`src/rtl/reg_writeback_unit_if.sv`:
```
// Channel bundle between the ALU/load producers, the writeback FIFO and the
// register file write port.
interface reg_writeback_unit_if #(
    parameter int DATA_W = 16,
    parameter int ADDR_W = 3
);
    logic                     alu_valid;
    logic [DATA_W-1:0]        alu_data;
    logic [ADDR_W-1:0]        alu_dest;
    logic                     alu_ready;

    logic                     mem_valid;
    logic [DATA_W-1:0]        mem_data;
    logic [ADDR_W-1:0]        mem_dest;
    logic                     mem_ready;

    logic [DATA_W-1:0]        data_write;
    logic [ADDR_W-1:0]        data_write_address;
    logic                     reg_write_enable;
    logic [(1<<ADDR_W)-1:0]   pending;
    logic                     wb_empty;
    logic                     wb_full;

    modport slave (
        input  alu_valid, alu_data, alu_dest,
        input  mem_valid, mem_data, mem_dest,
        output alu_ready, mem_ready,
        output data_write, data_write_address, reg_write_enable,
        output pending, wb_empty, wb_full
    );

    modport master (
        output alu_valid, alu_data, alu_dest,
        output mem_valid, mem_data, mem_dest,
        input  alu_ready, mem_ready,
        input  data_write, data_write_address, reg_write_enable,
        input  pending, wb_empty, wb_full
    );
endinterface

```
`src/rtl/reg_writeback_unit.sv`:
```
// Writeback buffer: merges ALU and load results into an in-order FIFO and
// issues at most one register file write per cycle, with a RAW pending map.
module reg_writeback_unit #(
    parameter int DEPTH  = 4,
    parameter int DATA_W = 16,
    parameter int ADDR_W = 3
) (
    input  logic                  clock,
    input  logic                  reset,
    reg_writeback_unit_if.slave   wb
);
    localparam int PTR_W = $clog2(DEPTH);
    localparam int CNT_W = PTR_W + 1;
    localparam int NREG  = 1 << ADDR_W;
    localparam logic [CNT_W-1:0] FULL_CNT = CNT_W'(DEPTH);

    typedef struct packed {
        logic [DATA_W-1:0] data;
        logic [ADDR_W-1:0] dest;
    } entry_t;

    entry_t              r_mem [DEPTH];
    logic [PTR_W-1:0]    r_wr_ptr;
    logic [PTR_W-1:0]    r_rd_ptr;
    logic [CNT_W-1:0]    r_count;
    logic                r_we;
    logic [DATA_W-1:0]   r_data;
    logic [ADDR_W-1:0]   r_addr;

    logic [CNT_W-1:0]    w_free;
    logic                w_mem_ready;
    logic                w_alu_ready;
    logic                w_push_mem;
    logic                w_push_alu;
    logic                w_pop;
    logic [CNT_W-1:0]    w_n_push;
    logic [PTR_W-1:0]    w_alu_slot;
    entry_t              w_head;
    logic [NREG-1:0]     w_pending;

    // Space is judged on the start-of-cycle count; a same-cycle pop never
    // makes room for that cycle's pushes.
    assign w_free      = FULL_CNT - r_count;
    assign w_mem_ready = (w_free != '0);
    assign w_alu_ready = (w_free >= CNT_W'(2)) | ((w_free != '0) & ~wb.mem_valid);

    assign w_push_mem  = wb.mem_valid & w_mem_ready;
    assign w_push_alu  = wb.alu_valid & w_alu_ready;
    assign w_pop       = (r_count != '0);
    assign w_n_push    = CNT_W'(w_push_mem) + CNT_W'(w_push_alu);
    assign w_alu_slot  = r_wr_ptr + PTR_W'(w_push_mem);
    assign w_head      = r_mem[r_rd_ptr];

    // NOTE: FIFO storage has no reset; an entry is only observed once count
    // covers it, so clearing the array would cost area for no behaviour.
    always_ff @(posedge clock) begin
        if (w_push_mem) r_mem[r_wr_ptr]   <= '{data: wb.mem_data, dest: wb.mem_dest};
        if (w_push_alu) r_mem[w_alu_slot] <= '{data: wb.alu_data, dest: wb.alu_dest};
    end

    // NOTE: sequential state uses non-blocking assignments so every register
    // here sees the pre-edge values of the others.
    always_ff @(posedge clock) begin
        if (reset) begin
            r_wr_ptr <= '0;
            r_rd_ptr <= '0;
            r_count  <= '0;
            r_we     <= 1'b0;
            r_data   <= '0;
            r_addr   <= '0;
        end else begin
            r_wr_ptr <= r_wr_ptr + PTR_W'(w_n_push);
            r_count  <= r_count + w_n_push - CNT_W'(w_pop);
            r_we     <= w_pop;
            if (w_pop) begin
                r_rd_ptr <= r_rd_ptr + PTR_W'(1);
                r_data   <= w_head.data;
                r_addr   <= w_head.dest;
            end
        end
    end

    // An entry is live when its distance from the head is below count.
    always_comb begin
        w_pending = '0;
        for (int i = 0; i < DEPTH; i++) begin
            if ({1'b0, PTR_W'(i) - r_rd_ptr} < r_count)
                w_pending[r_mem[i].dest] = 1'b1;
        end
        if (r_we)
            w_pending[r_addr] = 1'b1;
    end

    assign wb.alu_ready          = w_alu_ready;
    assign wb.mem_ready          = w_mem_ready;
    assign wb.data_write         = r_data;
    assign wb.data_write_address = r_addr;
    assign wb.reg_write_enable   = r_we;
    assign wb.pending            = w_pending;
    assign wb.wb_empty           = (r_count == '0) & ~r_we;
    assign wb.wb_full            = (r_count == FULL_CNT);
endmodule
```
`src/flat_wrapper.sv`:
```
// flat-port wrapper written by rule: the top's interface ports become plain ports
module reg_writeback_unit_flat 
#(
    parameter int DEPTH  = 4,
    parameter int DATA_W = 16,
    parameter int ADDR_W = 3
)
  (clock, reset, wb_alu_valid, wb_alu_data, wb_alu_dest, wb_mem_valid, wb_mem_data, wb_mem_dest, wb_alu_ready, wb_mem_ready, wb_data_write, wb_data_write_address, wb_reg_write_enable, wb_pending, wb_wb_empty, wb_wb_full);
  reg_writeback_unit_if #(.DATA_W(DATA_W), .ADDR_W(ADDR_W)) wb_i ();
  input  logic clock;
  input  logic reset;
  input wire logic [$bits(wb_i.alu_valid)-1:0] wb_alu_valid;
  input wire logic [$bits(wb_i.alu_data)-1:0] wb_alu_data;
  input wire logic [$bits(wb_i.alu_dest)-1:0] wb_alu_dest;
  input wire logic [$bits(wb_i.mem_valid)-1:0] wb_mem_valid;
  input wire logic [$bits(wb_i.mem_data)-1:0] wb_mem_data;
  input wire logic [$bits(wb_i.mem_dest)-1:0] wb_mem_dest;
  output wire logic [$bits(wb_i.alu_ready)-1:0] wb_alu_ready;
  output wire logic [$bits(wb_i.mem_ready)-1:0] wb_mem_ready;
  output wire logic [$bits(wb_i.data_write)-1:0] wb_data_write;
  output wire logic [$bits(wb_i.data_write_address)-1:0] wb_data_write_address;
  output wire logic [$bits(wb_i.reg_write_enable)-1:0] wb_reg_write_enable;
  output wire logic [$bits(wb_i.pending)-1:0] wb_pending;
  output wire logic [$bits(wb_i.wb_empty)-1:0] wb_wb_empty;
  output wire logic [$bits(wb_i.wb_full)-1:0] wb_wb_full;
  assign wb_i.alu_valid = wb_alu_valid;
  assign wb_i.alu_data = wb_alu_data;
  assign wb_i.alu_dest = wb_alu_dest;
  assign wb_i.mem_valid = wb_mem_valid;
  assign wb_i.mem_data = wb_mem_data;
  assign wb_i.mem_dest = wb_mem_dest;
  assign wb_alu_ready = wb_i.alu_ready;
  assign wb_mem_ready = wb_i.mem_ready;
  assign wb_data_write = wb_i.data_write;
  assign wb_data_write_address = wb_i.data_write_address;
  assign wb_reg_write_enable = wb_i.reg_write_enable;
  assign wb_pending = wb_i.pending;
  assign wb_wb_empty = wb_i.wb_empty;
  assign wb_wb_full = wb_i.wb_full;
  reg_writeback_unit #(.DEPTH(DEPTH), .DATA_W(DATA_W), .ADDR_W(ADDR_W)) u_core (.clock(clock), .reset(reset), .wb(wb_i));
endmodule
```
`config.mk`:
```
export PLATFORM = sky130hd
export DESIGN_NAME = reg_writeback_unit_flat
export DESIGN_NICKNAME = d
export VERILOG_FILES = /design/src/rtl/reg_writeback_unit_if.sv /design/src/rtl/reg_writeback_unit.sv /design/src/flat_wrapper.sv
export SDC_FILE = /design/constraint.sdc
export NUM_CORES = 1
export LEC_CHECK = 0
export ABC_AREA = 0
export CAP_MARGIN = 10
export CORE_MARGIN = 1
export CORE_UTILIZATION = 50
export DETAILED_ROUTE_END_ITERATION = 10
export GPL_TIMING_DRIVEN = 0
export PLACE_DENSITY = 0.81
export REMOVE_ABC_BUFFERS = 1
export SLEW_MARGIN = 25
export SYNTH_ARGS = -nofsm -noshare
export SYNTH_HDL_FRONTEND = slang
export SYNTH_SLANG_ARGS = --single-unit
```
`constraint.sdc`:
```
create_clock -name clock -period 2.9 [get_ports clock]
set_clock_uncertainty 0.15 [all_clocks]
set_input_delay 0.29 -clock clock [delete_from_list [all_inputs] [get_ports clock]]
set_output_delay 0.29 -clock clock [all_outputs]
set_load 0.005 [all_outputs]
```
==> results.cfg <==
[placed_design]
hpwl_um = 8070
port_buffers = 73
place.gp.congestion = 0.847

[sta]
setup_viol = 0
post-route-min-period_ps = 2830
fin_crit_sh = 0.974
slew_headroom = 0.603
max_freq_mhz = 354
hold_violations = 0
worst_pin_slew_ps = 595
finalSetupTns_ps = 0
maxSlewViolCount = 0
rsz0062_at_grt = true
hold_ws_ps = 254

[worst_setup_path]
critPathLaunch = u_core.r_count[1]
worstSetupEndpoint = u_core.r_count[2]
worst-setup-path-type = flop to flop
worstPathMaxFanout = 6
worstReg2RegStart = u_core.r_count[1]
worst_setup_path_start_kind = flop
rr_worst_depth = 12
end_kind = flop
cp.arrival_ps = 2920
r2r_end = u_core.r_count[2]
r2r_slack_ps = 70
worstPathRequired_ps = 3000

[clock_tree]
cts_root_buffer = clkbuf_8
clock_path_buffers = 2
clkTransAtPathRegs_ps = 110
clock_latency_ps = 370
clock-sinks = 103
cts_tree = done
numCtsBuffers = 9
htree_levels = 3

[yosys]
netlist.area_leader.share = 0.420
synthArstFlopShare = 0
syn_area_per_cell_sq_um = 13.1
synth_edf_count = 76
synth_largest_area_cell = edfxtp_1
yosysMostFrequentCell = edfxtp_1
synth_cell_types = 40
ys_seq_area_frac = 0.519
synth_ff_type = edfxtp_1
netlist_area_sq_um = 5430
ys_ff_latch = 103
syn_inst = 415
synthTopCellsByArea = edfxtp_1 (42%), mux2_2 (14%), dfxtp_1 (9.9%), mux4_2 (7.9%), nand2_1 (3.2%)
yosysWarnings = 0
yosys-top-cells-count = edfxtp_1 (76), mux2_2 (69), nand2_1 (47), dfxtp_1 (27), a21oi_1 (24)

[grt]
grt_pass1_wl_um = 21100
grt_use_total = 0.253
antenna_found_initial = 0
grt_overflow_total = 0
grt_pass1_vias = 3950
grt_start_max_net_pins = 28

[die]
initial_core_util = 0.522
rows = 37
die_x_um = 106
die_h_um = 106
design.core.area_sq_um = 10400
io_pins = 74
die_area_sq_um = 11300

[drt]
ant_nets = 0
drt-initial-drc-count = 252
drtPass1Iterations = 5
wl_um = 13500
vias = 3839
route.detailed.drc = 0
routedWlPerCell_um = 20.8
routed_via_density = 5.92

[flow_run]
cap_violations = 0

[power]
p_leak_uw = 0.00255
ir_drop_uv = 536
power.density_nw_per_um2 = 1140

[finish]
antennaDiodeCount = 0
layout-drive-gt1-share = 0.347
layout.nets = 565
areaGrowthSynthToFinish_pct = 30.8

[run_status]
outcome = complete, no violations

[hold_path]
hold_class = input port to flop
-- how the worst min path moves through the flow --
stage | from | to | slack (ps) | cells past startpoint
after floorplan | reset | u_core.wb.reg_write_enable | 210 | 1
after global placement | u_core.wb.data_write[8] | u_core.wb.data_write[8] | 300 | 2
final | reset | u_core.r_wr_ptr[1] | 250 | 2
after detailed placement | u_core.wb.data_write[11] | u_core.wb.data_write[11] | 310 | 2
after CTS | reset | u_core.wb.reg_write_enable | 240 | 2
after global routing | reset | u_core.r_wr_ptr[1] | 280 | 2
-- placed cells by master, fill, tap and decap left out, types with 3 or more instances in the layout --
cell              n
a211oi_2          3
a21oi_1          24
a22oi_1           4
buf_12            5
buf_16            5
buf_4            15
clkbuf_8         10
clkdlybuf4s50_1  65
clkinv_4          4
dfxtp_1          22
dfxtp_4           3
dlymetal6s2s_1    7
edfxtp_1         76
ha_1              8
ha_4              5
inv_1            11
mux2_1            5
mux2_2           69
mux4_2           19
nand2_1          47
nand2b_1          4
nand3_1          10
nand3_4           4
nand4_1           4
nand4_4           4
nor2_1           13
nor2b_1          15
nor3_1            4
o21ai_4           4
xnor2_1           3
-- layer usage --
layer	part of all wire	vias up	track usage
met3	0.074	28	0.0313
met4	0.025	0	0.0952
met5	0	-	0
met1	0.39	1888	0.329
met2	0.51	177	0.432
li1	-	1746	-
-- per-stage QoR --
step	power (uW)	instances	worst slack, ps	utilization	instance area, sq um
after floorplan	4720	393	-489	-	5270
after global placement	5970	602	-1630	0.592	6170
after detailed placement	6320	607	-1220	0.609	6350
after CTS	7930	645	0.0164	0.673	7010
after global routing	8550	649	-53.9	0.682	7110
final	8100	649	74.9	0.682	7110
-- worst max-delay path, stage by stage, from the launching register on --
cell and delay (ps):
dfxtp_2 370, inv_4 60, ha_4 170, ha_4 250
o21ai_1 50, or3_4 330, and2_4 170, ha_4 230
ha_4 170, fa_2 390, xnor2_2 150, xnor2_1 150
nor2_1 50
-- flip-flops by register name, indices dropped and copies added (netlist names) --
name and cells:
u_core.wb.reg_write_enable 1, u_core.wb.data_write_address 3, u_core.r_count 3, u_core.wb.data_write 16, u_core.r_rd_ptr 2, u_core.r_mem 76, u_core.r_wr_ptr 2
-- final cells by class --
cell class / count / area (sq um)
repair buffers: 99 / 1100
flip-flops and latches: 103 / 2840
well taps: 136 / 170
multi-input cells: 280 / 2720
clock buffers: 11 / 163
inverters: 14 / 58.8
fillers: 737 / 3310
repair inverters: 1 / 5.00
clock inverters: 5 / 51.3
-- cell families (layout without fill, tap and decap cells) --
kind of cell | count (synthesis) | in the layout | share of synthesized area
multiplexers | 95 | 95 | 0.238
buffers and inverters | 36 | 130 | 0.0405
flip-flops | 103 | 103 | 0.519
adder cells (fa/ha/maj) | 15 | 15 | 0.0359
AO/OA/AOI/OAI | 46 | 46 | 0.0495
AND/OR/NAND/NOR | 112 | 116 | 0.103
XOR/XNOR | 8 | 8 | 0.0143
-- where the power goes --
group          internal [uW]  total (uW)  switching (uW)  leakage (uW)
Clock                    402         919             517      0.000108
Sequential              2330        2660             338      0.000933
Combinational           2360        4520            2150       0.00151
Total                   5090        8100            3010       0.00255
-- what timing repair did --
action	CTS	global route
gates resized for setup	37	20
hold buffers	0	0
gates cloned	5	0
setup buffers	17	4
pin swaps	10	12
setup endpoints to repair	172	38
(Power assumes the default switching activity.)
